<file path="src/rtl/seg_pkg.sv">
// Shared definitions for the 7-segment display controller.
// Mode encodings, blank entry value and hex segment table.
package seg_pkg;

    typedef enum logic [1:0] {
        MODE_STATIC = 2'b00,
        MODE_SCROLL = 2'b01,
        MODE_BLINK  = 2'b10
    } mode_e;

    localparam int unsigned NDIG = 8;

    localparam logic [4:0] BLANK = 5'h10;

    // Index 0 sits in the low byte; bit7=a .. bit1=g, bit0=dp.
    localparam logic [15:0][7:0] HEX_TAB = {
        8'h8E, 8'h9E, 8'h7A, 8'h9C,
        8'h3E, 8'hEE, 8'hF6, 8'hFE,
        8'hE0, 8'hBE, 8'hB6, 8'h66,
        8'hF2, 8'hDA, 8'h60, 8'hFC
    };

    function automatic logic [7:0] hex_pat(
        input logic [3:0] d
    );
        return HEX_TAB[d];
    endfunction

endpackage

</file>
<file path="src/rtl/seg_hex_dec.sv">
// Buffer entry to active-high segment pattern.
// Bit 4 of the entry blanks the digit entirely.
module seg_hex_dec
    import seg_pkg::*;
(
    input  logic [4:0] entry_i,
    output logic [7:0] pat_o
);

    // Blank wins over the hex value; dp is added by the caller.
    always_comb begin
        pat_o = 8'h00;
        if (!entry_i[4]) begin
            pat_o = hex_pat(entry_i[3:0]);
        end
    end

endmodule

</file>
<file path="src/rtl/seg_disp_ctrl.sv">
// Eight-digit 7-segment controller: shared digit buffer,
// round-robin write arbiter, prescaled scroll/blink.
module seg_disp_ctrl
    import seg_pkg::*;
#(
    parameter logic [31:0] CLK_NUM = 32'd5000000
) (
    input  logic       clk,
    input  logic       rst,
    input  logic       req0_valid,
    output logic       req0_ready,
    input  logic [2:0] req0_idx,
    input  logic [4:0] req0_data,
    input  logic       req1_valid,
    output logic       req1_ready,
    input  logic [2:0] req1_idx,
    input  logic [4:0] req1_data,
    input  logic [1:0] mode,
    input  logic [7:0] dp,
    output logic [7:0] o_seg0,
    output logic [7:0] o_seg1,
    output logic [7:0] o_seg2,
    output logic [7:0] o_seg3,
    output logic [7:0] o_seg4,
    output logic [7:0] o_seg5,
    output logic [7:0] o_seg6,
    output logic [7:0] o_seg7
);

    logic [7:0][4:0] buf_q, buf_d;
    logic [31:0]     count_q, count_d;
    logic [2:0]      offset_q, offset_d;
    logic            phase_q, phase_d;
    logic            rr_q, rr_d;
    logic [7:0][7:0] seg_q, seg_d;

    logic            grant0, grant1;
    logic            tick;
    logic [7:0][2:0] eidx;
    logic [7:0][7:0] pat;

    // Grant: a lone requester wins; on contention the pointer decides.
    always_comb begin
        req0_ready = req0_valid & (~req1_valid | ~rr_q);
        req1_ready = req1_valid & (~req0_valid | rr_q);
        grant0     = req0_valid & req0_ready;
        grant1     = req1_valid & req1_ready;
    end

    // Buffer write, prescaler, scroll offset, blink phase, rr pointer.
    always_comb begin
        buf_d    = buf_q;
        count_d  = count_q + 32'd1;
        offset_d = offset_q;
        phase_d  = 1'b0;
        rr_d     = rr_q;
        tick     = (count_q == CLK_NUM);
        if (grant0) begin
            buf_d[req0_idx] = req0_data;
            rr_d            = 1'b1;
        end else if (grant1) begin
            buf_d[req1_idx] = req1_data;
            rr_d            = 1'b0;
        end
        if (tick) begin
            count_d = 32'd0;
        end
        if (mode == MODE_SCROLL && tick) begin
            offset_d = offset_q + 3'd1;
        end
        if (mode == MODE_BLINK) begin
            phase_d = tick ? ~phase_q : phase_q;
        end
    end

    // Position N looks at entry (offset+N) mod 8.
    always_comb begin
        for (int n = 0; n < NDIG; n++) begin
            eidx[n] = offset_q + 3'(n);
        end
    end

    for (genvar g = 0; g < NDIG; g++) begin : g_dec
        seg_hex_dec u_dec (
            .entry_i (buf_q[eidx[g]]),
            .pat_o   (pat[g])
        );
    end

    // Add dp, invert for active-low drive, blank during blink-off.
    always_comb begin
        for (int n = 0; n < NDIG; n++) begin
            seg_d[n] = ~(pat[n] | {7'b0, dp[n]});
            if (phase_q) begin
                seg_d[n] = 8'hFF;
            end
        end
    end

    // State registers with synchronous reset.
    always_ff @(posedge clk) begin
        if (rst) begin
            buf_q    <= {NDIG{BLANK}};
            count_q  <= 32'd0;
            offset_q <= 3'd0;
            phase_q  <= 1'b0;
            rr_q     <= 1'b0;
            seg_q    <= '1;
        end else begin
            buf_q    <= buf_d;
            count_q  <= count_d;
            offset_q <= offset_d;
            phase_q  <= phase_d;
            rr_q     <= rr_d;
            seg_q    <= seg_d;
        end
    end

    assign o_seg0 = seg_q[0];
    assign o_seg1 = seg_q[1];
    assign o_seg2 = seg_q[2];
    assign o_seg3 = seg_q[3];
    assign o_seg4 = seg_q[4];
    assign o_seg5 = seg_q[5];
    assign o_seg6 = seg_q[6];
    assign o_seg7 = seg_q[7];

endmodule

</file>
<file path="config.mk">
export PLATFORM = sky130hd
export DESIGN_NAME = seg_disp_ctrl
export DESIGN_NICKNAME = d
export VERILOG_FILES = /design/src/rtl/seg_pkg.sv /design/src/rtl/seg_hex_dec.sv /design/src/rtl/seg_disp_ctrl.sv
export SDC_FILE = /design/constraint.sdc
export NUM_CORES = 1
export LEC_CHECK = 0
export CORE_ASPECT_RATIO = 1.75
export CORE_MARGIN = 3
export CORE_UTILIZATION = 30
export DETAILED_ROUTE_END_ITERATION = 6
export MAX_ROUTING_LAYER = met4
export PLACE_DENSITY = 0.59
export SLEW_MARGIN = 20
export SYNTH_ARGS = -nofsm -noshare
export SYNTH_HDL_FRONTEND = slang
export SYNTH_SLANG_ARGS = --single-unit
export TNS_END_PERCENT = 10
</file>
<file path="constraint.sdc">
create_clock -name clk -period 9.6 [get_ports clk]
set_input_delay 1.92 -clock clk [delete_from_list [all_inputs] [get_ports clk]]
set_output_delay 1.92 -clock clk [all_outputs]
set_load 0.02 [all_outputs]
</file>
# Word level (Yosys, flattened, before mapping)
# Memory sizes are Yosys's and may differ from the RTL's.
# Cells that the tools add are included.
# W data, S select, Z words.
[word_totals]
reg_bits = 141
romBits = 1024
word_cells = 135
mem_count = 8
[mem_list]
columns = ["memory", "words", "word_bits", "read_ports", "rd_clocked_by_memory_dff", "write_ports", "line", "source"]
rows = [
  ["(no name shown)", 16, 8, 1, 0, 0, "seg_pkg.sv:26", "return HEX_TAB[d];"],
  ["(no name shown)", 16, 8, 1, 0, 0, "seg_pkg.sv:26", ""],
  ["(no name shown)", 16, 8, 1, 0, 0, "seg_pkg.sv:26", ""],
  ["(no name shown)", 16, 8, 1, 0, 0, "seg_pkg.sv:26", ""],
  ["(no name shown)", 16, 8, 1, 0, 0, "seg_pkg.sv:26", ""],
  ["(no name shown)", 16, 8, 1, 0, 0, "seg_pkg.sv:26", ""],
  ["+2 memories", "-", "-", "-", "-", "-", "-", ""],
]
[op_classes]
addsub = 8
magnitude_cmp = 20
n_eq_ne = 3
mux = 42
bitwise = 27
reduce_logical = 7
[ops]
columns = ["op", "n"]
rows = [
  ["$mux W8", 16],
  ["$bmux W5 S3", 8],
  ["$bwmux W40", 2],
  ["$mux W40", 2],
  ["$not A8 Y8", 8],
  ["$or A8 B1 Y8", 8],
  ["$mux W5", 10],
  ["$lt A3 B4 Y1 const B", 10],
  ["$lt A4 B5 Y1 const B", 8],
  ["$add A32 B1 Y32 const B", 1],
  ["$eq A32 B23 Y1 const B", 1],
  ["$demux W5 S3", 2],
  ["$add A3 B3 Y3 const B", 4],
  ["$add A3 B2 Y3 const B", 2],
  ["$ge A3 B1 Y1 const B", 2],
  ["$reduce_or A2 Y1", 3],
  ["$not A1 Y1", 5],
  ["$and A1 B1 Y1", 4],
  ["$add A3 B1 Y3 const B", 1],
  ["$logic_and A1 B1 Y1", 3],
  ["$eq A2 B1 Y1 const B", 1],
  ["$eq A2 B2 Y1 const B", 1],
  ["$mux W1", 2],
  ["$or A1 B1 Y1", 2],
  ["$reduce_bool A2 Y1", 1],
]

# Longest topological paths before layout
# Gate-level depths: netlist of the first run.
[logic_depth]
word_depth = 8
depth_mapped = 17
mapped_depth_nobuf = 12

# Modules after synthesis
# Synthesis of the first run repeated with hierarchy kept, for this count alone.
[unflattened]
hier_cells = 1043
hier_area_um2 = 9292.7
[modules_own_cells]
columns = ["mod", "instances", "cells_per_inst", "area_per_inst_um2", "seq_area_each_um2"]
rows = [
  ["seg_disp_ctrl", 1, 759, 6890.4, 2822.7],
  ["seg_hex_dec at g_dec[2].u_dec ...", 6, 35, 300.3, 0.0],
  ["seg_hex_dec at g_dec[0].u_dec ...", 2, 37, 300.3, 0.0],
]

# Worst setup path before layout of the first run
# OpenSTA, ideal clock, no wires.
[synth_timing]
kind = "input-to-output"
start = "input port req1_valid"
end = "output port req0_ready"
arrival_time_ns = 2.381
required_ns = 7.680
path_slack_ns = 5.299
path_stages = 3
n_path_buf = 0
cell_sequence = "nand2_1 > nand2_1 > clkinv_1"
[synth_between]
elab_chain_cells = 3
[synth_lines]
columns = ["element", "line", "source"]
rows = [
  ["start, declared", "seg_disp_ctrl.sv:14", "input logic req1_valid,"],
  ["$not A1 Y1", "seg_disp_ctrl.sv:44", "req0_ready = req0_valid & (~req1_valid | ~rr_q);"],
  ["$or A1 B1 Y1", "seg_disp_ctrl.sv:44", ""],
  ["$and A1 B1 Y1", "seg_disp_ctrl.sv:44", ""],
  ["end, declared", "seg_disp_ctrl.sv:11", "output logic req0_ready,"],
]
# Every way passes these cells.

# Worst setup path after layout of the first run
[layout_timing]
start = "input port req0_valid"
end = "output port req0_ready"
[layout_between]
elab_chain_cells = 1
[layout_lines]
columns = ["element", "line", "source"]
rows = [
  ["start, declared", "seg_disp_ctrl.sv:10", "input logic req0_valid,"],
  ["$and A1 B1 Y1", "seg_disp_ctrl.sv:44", ""],
]
# Every way passes these cells.

==> run_summary.xml, run 1 <==
<?xml version="1.0" encoding="UTF-8"?>
<metrics>
  <group name="detailed_routing">
    <metric name="drt_iter0_drc" unit="">515</metric>
    <metric name="detailroute.via_count" unit="">7288</metric>
    <metric name="wire_per_inst" unit="µm">16.7</metric>
    <metric name="drcViolationCount" unit="">0</metric>
    <metric name="detail_route.wirelength" unit="µm">23300</metric>
    <metric name="first_pass_iters" unit="">7</metric>
    <metric name="vias_per_cell" unit="">5.22</metric>
    <metric name="drt.antenna.violating_nets" unit="">0</metric>
  </group>
  <group name="clock_tree">
    <metric name="clock-sinks" unit="">141</metric>
    <metric name="htree_levels" unit="">4</metric>
    <metric name="clk_transition_reported_paths" unit="ps">70</metric>
    <metric name="tritoncts_clock_tree" unit="">built</metric>
    <metric name="clock_tree.buffer_depth" unit="">2</metric>
    <metric name="post_cts_resized" unit="">0</metric>
    <metric name="insertion_delay" unit="ps">450</metric>
    <metric name="tritoncts_buffer_count" unit="">17</metric>
    <metric name="post-cts-setup-buffer-count" unit="">0</metric>
    <metric name="clock-root-buffer" unit="">sky130_fd_sc_hd__clkbuf_16</metric>
    <metric name="ctsHoldBuffers" unit="">0</metric>
  </group>
  <group name="die">
    <metric name="die_boundary_height" unit="µm">234</metric>
    <metric name="die_area" unit="µm²">31800</metric>
    <metric name="start_util" unit="%">30.7</metric>
    <metric name="die-width" unit="µm">136</metric>
    <metric name="design.core.area" unit="µm²">28900</metric>
    <metric name="i_o_pins" unit="">96</metric>
    <metric name="placementRows" unit="">82</metric>
  </group>
  <group name="final_layout">
    <metric name="area.sequential" unit="µm²">2820</metric>
    <metric name="layout_common_cells" unit="">sky130_fd_sc_hd__dfxtp_1, sky130_fd_sc_hd__clkdlybuf4s50_1, sky130_fd_sc_hd__nor2_1</metric>
    <metric name="final.fill_count" unit="">2947</metric>
    <metric name="post-route-util" unit="%">36.4</metric>
    <metric name="multi_input_area" unit="µm²">5570</metric>
    <metric name="antenna_diode_count" unit="">0</metric>
    <metric name="finish.net_count" unit="">1087</metric>
    <metric name="share_of_cells_above_drive_strength_1" unit="%">10.7</metric>
    <metric name="layout_commonest_cell" unit="">sky130_fd_sc_hd__dfxtp_1</metric>
    <metric name="area.growth.synth_to_final" unit="%">18.7</metric>
  </group>
  <group name="critical_path">
    <metric name="worstPathMaxFanout" unit="">10</metric>
    <metric name="r2r_cells" unit="">11</metric>
    <metric name="worst-r2r-setup-slack" unit="ps">5590</metric>
    <metric name="worst-setup-path-type" unit="">primary input to output port</metric>
    <metric name="cp-start-kind" unit="">primary input</metric>
    <metric name="regToRegEndpoint" unit="">o_seg5[7]</metric>
    <metric name="timing.critical_path.required" unit="ps">7680</metric>
    <metric name="worstPathArrival" unit="ps">3520</metric>
    <metric name="timing.rr.start" unit="">offset_q[0]</metric>
    <metric name="worst_setup_path_end_kind" unit="">output port</metric>
    <metric name="crit_start" unit="">req0_valid</metric>
  </group>
  <group name="power">
    <metric name="power.density_cell_area" unit="nW/µm²">144</metric>
    <metric name="power.static_leakage" unit="nW">3.84</metric>
    <metric name="vdd_ir_drop_max" unit="µV">127</metric>
    <metric name="power.total" unit="W">0.00152</metric>
  </group>
  <group name="flow_run">
    <metric name="drv.max_cap_violation_count" unit="">0</metric>
  </group>
  <group name="grt">
    <metric name="grt.total_usage" unit="%">15.4</metric>
    <metric name="gr-total-overflow" unit="">0</metric>
    <metric name="vias_in_the_first_global_route" unit="">6979</metric>
    <metric name="antenna_violations_before_repair" unit="">0</metric>
    <metric name="grt_max_degree" unit="">52</metric>
    <metric name="grt_pass1_wl" unit="µm">37100</metric>
  </group>
  <group name="logic_synthesis">
    <metric name="syn-num-nets" unit="">1033</metric>
    <metric name="synth_flop_cell" unit="">sky130_fd_sc_hd__dfxtp_1</metric>
    <metric name="yosys_warnings" unit="">0</metric>
    <metric name="yosysSeqAreaShare" unit="%">31.8</metric>
    <metric name="ys_seq_elements" unit="">141</metric>
    <metric name="postSynth.asyncResetShare" unit="%">0</metric>
    <metric name="netlist_instances" unit="">951</metric>
    <metric name="synth_cell_types" unit="">59</metric>
    <metric name="post_synth.cell_area_avg" unit="µm²">9.34</metric>
    <metric name="number_of_enable_flip_flop_cells_after_synthesis" unit="">0</metric>
    <metric name="synth_area" unit="µm²">8880</metric>
  </group>
  <group name="place">
    <metric name="placement.setup.worst_slack" unit="ps">4160</metric>
    <metric name="hpwlAfterDp" unit="µm">17900</metric>
    <metric name="gp_congestion" unit="">0.893</metric>
    <metric name="number_of_i_o_port_buffers" unit="">95</metric>
  </group>
  <group name="sta">
    <metric name="max_slew_margin" unit="%">27.6</metric>
    <metric name="postLayoutSetupSlackWorst" unit="ps">4160</metric>
    <metric name="final_report_hold_violation_count" unit="">0</metric>
    <metric name="max_slew.worst_pin.slew" unit="ps">1080</metric>
    <metric name="rsz0062_at_grt" unit="">no</metric>
    <metric name="timing.setup.tns" unit="ps">0</metric>
    <metric name="total_setup_violations_reported_at_the_end_of_the_flow" unit="">0</metric>
    <metric name="timing_max_transition_violations_final" unit="">0</metric>
    <metric name="final_min_period_over_clock_period" unit="%">56.7</metric>
    <metric name="fmax" unit="MHz">184</metric>
    <metric name="post_route_clock_skew" unit="ps">11.9</metric>
    <metric name="worst_hold_slack" unit="ps">484</metric>
    <metric name="finalCriticalPeriod" unit="ps">5440</metric>
  </group>
  <group name="worst_hold_path">
    <metric name="hold_path.startpoint" unit="">rr_q</metric>
    <metric name="hold-path-cell-count" unit="">2</metric>
    <metric name="worst_hold_path_type" unit="">flip-flop to flip-flop</metric>
    <metric name="hold_end" unit="">rr_q</metric>
  </group>
  <group name="status">
    <metric name="result_of_the_run" unit="">completed</metric>
  </group>
</metrics>
[sequential cells by signal, summed over array words and instances, names as in the netlist]
register and cells:
buf_q 40, o_seg4 8, o_seg6 8, count_q 32, rr_q 1, o_seg5 8
o_seg3 8, o_seg7 8, offset_q 3, o_seg2 8, o_seg1 8, o_seg0 8
phase_q 1
[routing by layer]
| layer | vias up | GRT usage (%) | share of wire [%] |
|---|---|---|---|
| met2 | 185 | 27.9 | 55 |
| met5 | - | - | 0 |
| met1 | 3475 | 16.1 | 39 |
| met4 | 0 | 6.94 | 3.0 |
| li1 | 3594 | - | - |
| met3 | 34 | 2.87 | 3.8 |
[report_power, final]
group	leakage, nW	switching, W	total, W	internal (W)
registers	1.15	0.0000238	0.000637	0.000613
clock network	0.264	0.000265	0.000618	0.000353
logic	2.42	0.000153	0.000266	0.000113
total	3.84	0.000441	0.00152	0.00108
[synthesized netlist by cell type (12+ instances only)]
cell | instances | area share (%)
sky130_fd_sc_hd__xor2_1 | 24 | 2.4
sky130_fd_sc_hd__nand2b_1 | 15 | 1.1
sky130_fd_sc_hd__a22oi_1 | 34 | 2.9
sky130_fd_sc_hd__mux4_2 | 33 | 8.4
sky130_fd_sc_hd__dfxtp_1 | 141 | 32
sky130_fd_sc_hd__nand3_1 | 35 | 2.0
sky130_fd_sc_hd__and3_1 | 12 | 0.85
sky130_fd_sc_hd__o21ai_0 | 21 | 1.2
sky130_fd_sc_hd__o221ai_1 | 33 | 3.3
sky130_fd_sc_hd__o211ai_1 | 15 | 1.3
sky130_fd_sc_hd__nand2_1 | 83 | 3.5
sky130_fd_sc_hd__ha_1 | 52 | 7.3
sky130_fd_sc_hd__inv_1 | 36 | 1.5
sky130_fd_sc_hd__a211oi_1 | 32 | 2.7
sky130_fd_sc_hd__buf_2 | 17 | 0.96
sky130_fd_sc_hd__xnor2_1 | 12 | 1.2
sky130_fd_sc_hd__mux2i_1 | 57 | 6.4
sky130_fd_sc_hd__clkbuf_1 | 19 | 0.80
sky130_fd_sc_hd__mux2_2 | 20 | 2.5
sky130_fd_sc_hd__nor2_1 | 92 | 3.9
sky130_fd_sc_hd__a21oi_1 | 18 | 1.0
[cell type report]
type | count | share of cell area [%]
repair buffers | 99 | 9.26
multi-input cells | 708 | 52.8
clock buffers | 22 | 4.50
flip-flops and latches | 141 | 26.8
clock inverters | 10 | 0.760
well taps | 378 | 4.49
inverters | 38 | 1.35
[worst max-delay path: stages]
cell,delay [ps]
sky130_fd_sc_hd__clkdlybuf4s50_1,600
sky130_fd_sc_hd__nand2_1,170
sky130_fd_sc_hd__clkinv_1,200
sky130_fd_sc_hd__clkdlybuf4s50_1,640
[metrics by stage]
| stage | area, µm² | instances |
|---|---|---|
| final | 10500 | 1396 |
| after global placement | 9980 | 1364 |
| after floorplan | 8880 | 951 |
| after detailed placement | 9980 | 1364 |
| after global routing | 10500 | 1396 |
| after CTS | 10500 | 1396 |
[how the worst max path moves through the flow]
stage               slack (ps)    endpoint  cells after the start
floorplan                 5300  req0_ready                      3
global placement          4190  req0_ready                      5
detailed placement        4160  req0_ready                      4
CTS                       4160  req0_ready                      4
global route              4070  req0_ready                      5
finish                    4160  req0_ready                      4
[logic make-up after synthesis]
family,share of synthesized area [%]
xor gates and xnor gates,4.41
muxes,17.3
and+or+nand+nor,16.2
DFF,31.8
adders and majority gates,7.33
buffers and inverters,5.55
AOI/OAI and AO/OA,17.4
Power figures use the tool's default switching activity.
==> inputs of run 2 (changes only) <==
--- a/config.mk
+++ b/config.mk
@@ -10,7 +10,7 @@
 export CORE_UTILIZATION = 30
 export DETAILED_ROUTE_END_ITERATION = 6
 export MAX_ROUTING_LAYER = met4
-export PLACE_DENSITY = 0.59
+export PLACE_DENSITY = 0.6
 export SLEW_MARGIN = 20
 export SYNTH_ARGS = -nofsm -noshare
 export SYNTH_HDL_FRONTEND = slang
==> constraint.sdc (replaced) <==
create_clock -name clk -period 4.93 [get_ports clk]
set_input_delay 0.986 -clock clk [delete_from_list [all_inputs] [get_ports clk]]
set_output_delay 0.986 -clock clk [all_outputs]
set_load 0.02 [all_outputs]
==> run_summary.xml, run 2 (same netlist as run 1, synthesis figures left out) <==
<?xml version="1.0" encoding="UTF-8"?>
<metrics>
  <group name="critical_path">
    <metric name="timing.critical_path.required" unit="ps">3940</metric>
    <metric name="worstPathMaxFanout" unit="">10</metric>
    <metric name="worstPathArrival" unit="ps">2630</metric>
    <metric name="cp-start-kind" unit="">primary input</metric>
    <metric name="worst-setup-path-type" unit="">primary input to output port</metric>
    <metric name="worst-r2r-setup-slack" unit="ps">1620</metric>
    <metric name="worst_setup_path_end_kind" unit="">output port</metric>
  </group>
  <group name="power">
    <metric name="pwr-share-comb" unit="%">17.1</metric>
    <metric name="power.static_leakage" unit="nW">3.86</metric>
    <metric name="power.sequential.fraction" unit="%">40.9</metric>
    <metric name="vdd_ir_drop_max" unit="µV">249</metric>
    <metric name="power.density_cell_area" unit="nW/µm²">286</metric>
    <metric name="swShare" unit="%">29.1</metric>
    <metric name="power_switching" unit="W">0.000881</metric>
    <metric name="p_clk_share" unit="%">42.0</metric>
    <metric name="p_int" unit="W">0.00215</metric>
  </group>
  <group name="final_layout">
    <metric name="antenna_diode_count" unit="">0</metric>
    <metric name="finish.net_count" unit="">1089</metric>
    <metric name="largest-register" unit="">buf_q</metric>
    <metric name="layout_common_cells" unit="">sky130_fd_sc_hd__dfxtp_1, sky130_fd_sc_hd__clkdlybuf4s50_1, sky130_fd_sc_hd__nor2_1</metric>
    <metric name="biggestRegsByFlops" unit="">buf_q x40, count_q x32</metric>
    <metric name="final.fill_count" unit="">2979</metric>
    <metric name="post-route-util" unit="%">36.6</metric>
    <metric name="largest_register_ff_count" unit="">40</metric>
    <metric name="share_of_cells_above_drive_strength_1" unit="%">11.0</metric>
    <metric name="layout_commonest_cell" unit="">sky130_fd_sc_hd__dfxtp_1</metric>
    <metric name="area.growth.synth_to_final" unit="%">19.2</metric>
  </group>
  <group name="die">
    <metric name="design.core.area" unit="µm²">28900</metric>
    <metric name="start_util" unit="%">30.7</metric>
    <metric name="die-width" unit="µm">136</metric>
    <metric name="placementRows" unit="">82</metric>
    <metric name="die_area" unit="µm²">31800</metric>
    <metric name="i_o_pins" unit="">96</metric>
    <metric name="die_boundary_height" unit="µm">234</metric>
  </group>
  <group name="detailed_routing">
    <metric name="wire_per_inst" unit="µm">16.4</metric>
    <metric name="detail_route.wirelength" unit="µm">22900</metric>
    <metric name="detailroute.via_count" unit="">7363</metric>
    <metric name="drt.antenna.violating_nets" unit="">0</metric>
    <metric name="drt_iter0_drc" unit="">430</metric>
    <metric name="vias_per_cell" unit="">5.27</metric>
    <metric name="first_pass_iters" unit="">5</metric>
    <metric name="drcViolationCount" unit="">0</metric>
  </group>
  <group name="sta">
    <metric name="max_slew_margin" unit="%">26.5</metric>
    <metric name="final_report_hold_violation_count" unit="">0</metric>
    <metric name="max_slew.worst_pin.slew" unit="ps">1100</metric>
    <metric name="post_route_clock_skew" unit="ps">12.1</metric>
    <metric name="final_min_period_over_clock_period" unit="%">73.3</metric>
    <metric name="total_setup_violations_reported_at_the_end_of_the_flow" unit="">0</metric>
    <metric name="rsz0062_at_grt" unit="">no</metric>
    <metric name="timing.setup.tns" unit="ps">0</metric>
    <metric name="fmax" unit="MHz">277</metric>
    <metric name="finalCriticalPeriod" unit="ps">3610</metric>
    <metric name="timing_max_transition_violations_final" unit="">0</metric>
  </group>
  <group name="grt">
    <metric name="grt_pass1_wl" unit="µm">36700</metric>
    <metric name="gr-total-overflow" unit="">0</metric>
    <metric name="vias_in_the_first_global_route" unit="">7087</metric>
    <metric name="grt_max_degree" unit="">51</metric>
    <metric name="grt.total_usage" unit="%">15.1</metric>
    <metric name="antenna_violations_before_repair" unit="">0</metric>
  </group>
  <group name="clock_tree">
    <metric name="post_cts_resized" unit="">0</metric>
    <metric name="post-cts-setup-buffer-count" unit="">0</metric>
    <metric name="tritoncts_buffer_count" unit="">17</metric>
    <metric name="clk_transition_reported_paths" unit="ps">60</metric>
    <metric name="clock-sinks" unit="">141</metric>
    <metric name="clock_tree.buffer_depth" unit="">2</metric>
    <metric name="tritoncts_clock_tree" unit="">built</metric>
    <metric name="clock-root-buffer" unit="">sky130_fd_sc_hd__clkbuf_16</metric>
    <metric name="insertion_delay" unit="ps">450</metric>
    <metric name="ctsHoldBuffers" unit="">0</metric>
    <metric name="htree_levels" unit="">4</metric>
  </group>
  <group name="status">
    <metric name="result_of_the_run" unit="">completed</metric>
  </group>
  <group name="place">
    <metric name="number_of_i_o_port_buffers" unit="">95</metric>
    <metric name="gp_congestion" unit="">0.917</metric>
    <metric name="hpwlAfterDp" unit="µm">17700</metric>
  </group>
  <group name="flow_run">
    <metric name="drv.max_cap_violation_count" unit="">0</metric>
  </group>
  <group name="worst_hold_path">
    <metric name="worst_hold_path_type" unit="">flip-flop to flip-flop</metric>
  </group>
</metrics>
==> run 2: cell count changes in the layout (fill, tap and decap cells not counted) <==
cell                         previous run  this run
sky130_fd_sc_hd__buf_4                  4         6
sky130_fd_sc_hd__inv_6                  3         5
sky130_fd_sc_hd__bufinv_16              0         1
sky130_fd_sc_hd__clkbuf_1               2         1
sky130_fd_sc_hd__clkbuf_8               3         2
sky130_fd_sc_hd__clkinv_2               1         0
sky130_fd_sc_hd__clkinvlp_4             3         2
sky130_fd_sc_hd__inv_8                  0         1
==> run 2: final cells by class <==
cell class                 instances  area [µm²]  area share [%]
clock buffer                      20         457            4.32
clock inverter                    12         126            1.19
inverter                          38         143            1.35
multi-input combinational        708        5570            52.6
sequential                       141        2820            26.7
tap                              378         473            4.47
timing repair buffer             101         991            9.37
==> run 2: worst max-delay path, stage by stage <==
cell and delay [ps]:
sky130_fd_sc_hd__clkdlybuf4s50_1 610, sky130_fd_sc_hd__nand2_1 180, sky130_fd_sc_hd__clkinv_1 200, sky130_fd_sc_hd__clkdlybuf4s50_1 640
==> run 2: layer usage <==
metal,track usage [%],vias up,wire (µm)
li1,-,3619,-
met1,15.8,3538,8950
met2,26.5,158,12200
met3,2.89,48,729
met4,7.79,0,1030
met5,-,-,0
==> run 2: metrics by stage <==
stage               instances  hold WS [ps]  instance area, µm²  total power [W]  setup WS [ps]
global route             1398           514               10600          0.00317           1240
detailed placement       1366           473                9990          0.00178           1360
finish                   1398           488               10600          0.00303           1320
CTS                      1398           484               10600          0.00306           1350
global placement         1366           472                9990          0.00177           1390
floorplan                 951           449                8880          0.00161           1710
==> run 2: final timing paths <==
| check | end | startpoint | depth (start not counted) |
|---|---|---|---|
| max | req0_ready | req0_valid | 4 |
| min | rr_q | rr_q | 2 |
| max reg2reg | o_seg7[7] | offset_q[0] | 9 |
| min reg2reg | rr_q | rr_q | 2 |
==> run 2: power groups by stage <==
stage	Combinational [W]	Clock, W	Sequential [W]
2_1_floorplan	0.000329	0	0.00128
3_3_place_gp	0.000509	0	0.00126
3_5_place_dp	0.000515	0	0.00126
4_1_cts	0.000518	0.00131	0.00124
5_1_grt	0.000572	0.00136	0.00125
6_report	0.000516	0.00127	0.00124
==> inputs of run 3 (changes only) <==
--- a/config.mk
+++ b/config.mk
@@ -10,7 +10,7 @@
 export CORE_UTILIZATION = 30
 export DETAILED_ROUTE_END_ITERATION = 6
 export MAX_ROUTING_LAYER = met4
-export PLACE_DENSITY = 0.6
+export PLACE_DENSITY = 0.59
 export SLEW_MARGIN = 20
 export SYNTH_ARGS = -nofsm -noshare
 export SYNTH_HDL_FRONTEND = slang
==> constraint.sdc (replaced) <==
create_clock -name clk -period 3.5 [get_ports clk]
set_input_delay 0.7 -clock clk [delete_from_list [all_inputs] [get_ports clk]]
set_output_delay 0.7 -clock clk [all_outputs]
set_load 0.02 [all_outputs]
==> run_summary.xml, run 3 (same netlist as run 1, synthesis figures left out) <==
<?xml version="1.0" encoding="UTF-8"?>
<metrics>
  <group name="clock_tree">
    <metric name="ctsHoldBuffers" unit="">0</metric>
    <metric name="insertion_delay" unit="ps">450</metric>
    <metric name="post_cts_resized" unit="">0</metric>
    <metric name="post-cts-setup-buffer-count" unit="">0</metric>
    <metric name="clk_transition_reported_paths" unit="ps">60</metric>
    <metric name="clock-root-buffer" unit="">sky130_fd_sc_hd__clkbuf_16</metric>
    <metric name="clock_tree.buffer_depth" unit="">2</metric>
    <metric name="tritoncts_clock_tree" unit="">built</metric>
    <metric name="clock-sinks" unit="">141</metric>
    <metric name="htree_levels" unit="">4</metric>
    <metric name="tritoncts_buffer_count" unit="">17</metric>
  </group>
  <group name="place">
    <metric name="hpwlAfterDp" unit="µm">18400</metric>
    <metric name="number_of_i_o_port_buffers" unit="">95</metric>
    <metric name="placement.setup.worst_slack" unit="ps">530</metric>
    <metric name="gp_congestion" unit="">0.896</metric>
  </group>
  <group name="die">
    <metric name="start_util" unit="%">30.7</metric>
    <metric name="i_o_pins" unit="">96</metric>
    <metric name="placementRows" unit="">82</metric>
    <metric name="design.core.area" unit="µm²">28900</metric>
    <metric name="die_area" unit="µm²">31800</metric>
    <metric name="die-width" unit="µm">136</metric>
    <metric name="die_boundary_height" unit="µm">234</metric>
  </group>
  <group name="sta">
    <metric name="final_report_hold_violation_count" unit="">0</metric>
    <metric name="worst_hold_slack" unit="ps">483</metric>
    <metric name="timing_max_transition_violations_final" unit="">0</metric>
    <metric name="max_slew.worst_pin.slew" unit="ps">1030</metric>
    <metric name="max_slew_margin" unit="%">31.6</metric>
    <metric name="total_setup_violations_reported_at_the_end_of_the_flow" unit="">0</metric>
    <metric name="timing.setup.tns" unit="ps">0</metric>
    <metric name="postLayoutSetupSlackWorst" unit="ps">531</metric>
    <metric name="final_min_period_over_clock_period" unit="%">84.8</metric>
    <metric name="fmax" unit="MHz">337</metric>
    <metric name="post_route_clock_skew" unit="ps">9.52</metric>
    <metric name="rsz0062_at_grt" unit="">no</metric>
    <metric name="finalCriticalPeriod" unit="ps">2970</metric>
  </group>
  <group name="grt">
    <metric name="vias_in_the_first_global_route" unit="">7232</metric>
    <metric name="antenna_violations_before_repair" unit="">0</metric>
    <metric name="gr-total-overflow" unit="">0</metric>
    <metric name="grt_pass1_wl" unit="µm">38400</metric>
    <metric name="grt.total_usage" unit="%">15.9</metric>
    <metric name="grt_max_degree" unit="">51</metric>
  </group>
  <group name="power">
    <metric name="power.static_leakage" unit="nW">4.00</metric>
    <metric name="power.density_cell_area" unit="nW/µm²">431</metric>
    <metric name="vdd_ir_drop_max" unit="µV">363</metric>
  </group>
  <group name="final_layout">
    <metric name="largest_register_ff_count" unit="">40</metric>
    <metric name="largest-register" unit="">buf_q</metric>
    <metric name="antenna_diode_count" unit="">0</metric>
    <metric name="finish.net_count" unit="">1104</metric>
    <metric name="layout_common_cells" unit="">sky130_fd_sc_hd__dfxtp_1, sky130_fd_sc_hd__clkdlybuf4s50_1, sky130_fd_sc_hd__nor2_1</metric>
    <metric name="biggestRegsByFlops" unit="">buf_q x40, count_q x32</metric>
    <metric name="layout_commonest_cell" unit="">sky130_fd_sc_hd__dfxtp_1</metric>
    <metric name="share_of_cells_above_drive_strength_1" unit="%">12.2</metric>
    <metric name="area.growth.synth_to_final" unit="%">21.9</metric>
  </group>
  <group name="detailed_routing">
    <metric name="first_pass_iters" unit="">6</metric>
    <metric name="vias_per_cell" unit="">5.28</metric>
    <metric name="detailroute.via_count" unit="">7458</metric>
    <metric name="drt_iter0_drc" unit="">498</metric>
    <metric name="drt.antenna.violating_nets" unit="">0</metric>
    <metric name="detail_route.wirelength" unit="µm">24000</metric>
    <metric name="drcViolationCount" unit="">0</metric>
    <metric name="wire_per_inst" unit="µm">17.0</metric>
  </group>
  <group name="flow_run">
    <metric name="drv.max_cap_violation_count" unit="">0</metric>
  </group>
  <group name="worst_hold_path">
    <metric name="worst_hold_path_type" unit="">flip-flop to flip-flop</metric>
  </group>
  <group name="critical_path">
    <metric name="worstPathArrival" unit="ps">3230</metric>
    <metric name="worstPathMaxFanout" unit="">32</metric>
    <metric name="worst-setup-path-type" unit="">flip-flop to flip-flop</metric>
    <metric name="worst_setup_path_end_kind" unit="">flip-flop</metric>
    <metric name="cp-start-kind" unit="">flip-flop</metric>
    <metric name="timing.critical_path.required" unit="ps">3760</metric>
  </group>
  <group name="status">
    <metric name="result_of_the_run" unit="">completed</metric>
  </group>
</metrics>
## run 3: cell types whose count changed in the layout (fill, tap and decap cells not counted), moves of 2 or more
| cell | delta |
|---|---|
| sky130_fd_sc_hd__buf_4 | +14 |
| sky130_fd_sc_hd__bufinv_16 | +6 |
| sky130_fd_sc_hd__inv_6 | -3 |
| sky130_fd_sc_hd__clkinvlp_4 | -2 |
## run 3: path summary, 6_finish.rpt
| check | from | endpoint | slack (ps) | depth (start not counted) |
|---|---|---|---|---|
| worst min register to register | rr_q | rr_q | 480 | 2 |
| worst max register to register | offset_q[1] | o_seg1[1] | 530 | 7 |
| worst min-delay path | rr_q | rr_q | 480 | 2 |
| worst max-delay path | offset_q[1] | o_seg1[1] | 530 | 7 |
## run 3: critical path, stage by stage (launching register included)
cell	delay [ps]
sky130_fd_sc_hd__dfxtp_1	340
sky130_fd_sc_hd__buf_4	430
sky130_fd_sc_hd__ha_1	410
sky130_fd_sc_hd__xor2_4	430
sky130_fd_sc_hd__mux2i_1	160
sky130_fd_sc_hd__o221ai_2	520
sky130_fd_sc_hd__mux2i_1	290
sky130_fd_sc_hd__o221ai_1	190
## run 3: power breakdown
group | internal, W | total, W | switching (W)
Combinational | 0.000323 | 0.000748 | 0.000425
Sequential | 0.00168 | 0.00175 | 0.0000714
Clock | 0.00143 | 0.00216 | 0.000732
## run 3: cell type report
| class | instances | area (µm²) |
|---|---|---|
| Multi-Input combinational cell | 708 | 5560 |
| Sequential cell | 141 | 2820 |
| Clock buffer | 19 | 443 |
| Tap cell | 378 | 473 |
| Clock inverter | 13 | 259 |
| Timing Repair Buffer | 116 | 1120 |
| Inverter | 38 | 143 |
| Fill cell | 2927 | 18100 |
## run 3: per-layer routing
metal  vias up  GRT usage, %  part of all wire [%]
met5         -             -                     0
met4         0          8.89                   4.9
li1       3632             -                     -
met1      3565          16.3                    38
met2       191          28.0                    53
met3        70          3.13                   3.8
## run 3: metrics by stage
step	std cells	utilization (%)	power [W]	cell area, µm²
after floorplan	951	-	0.00227	8880
after global placement	1381	35.0	0.00252	10100
after detailed placement	1381	35.0	0.00253	10100
after CTS	1413	37.4	0.00472	10800
after global routing	1413	37.4	0.00487	10800
final	1413	37.4	0.00466	10800
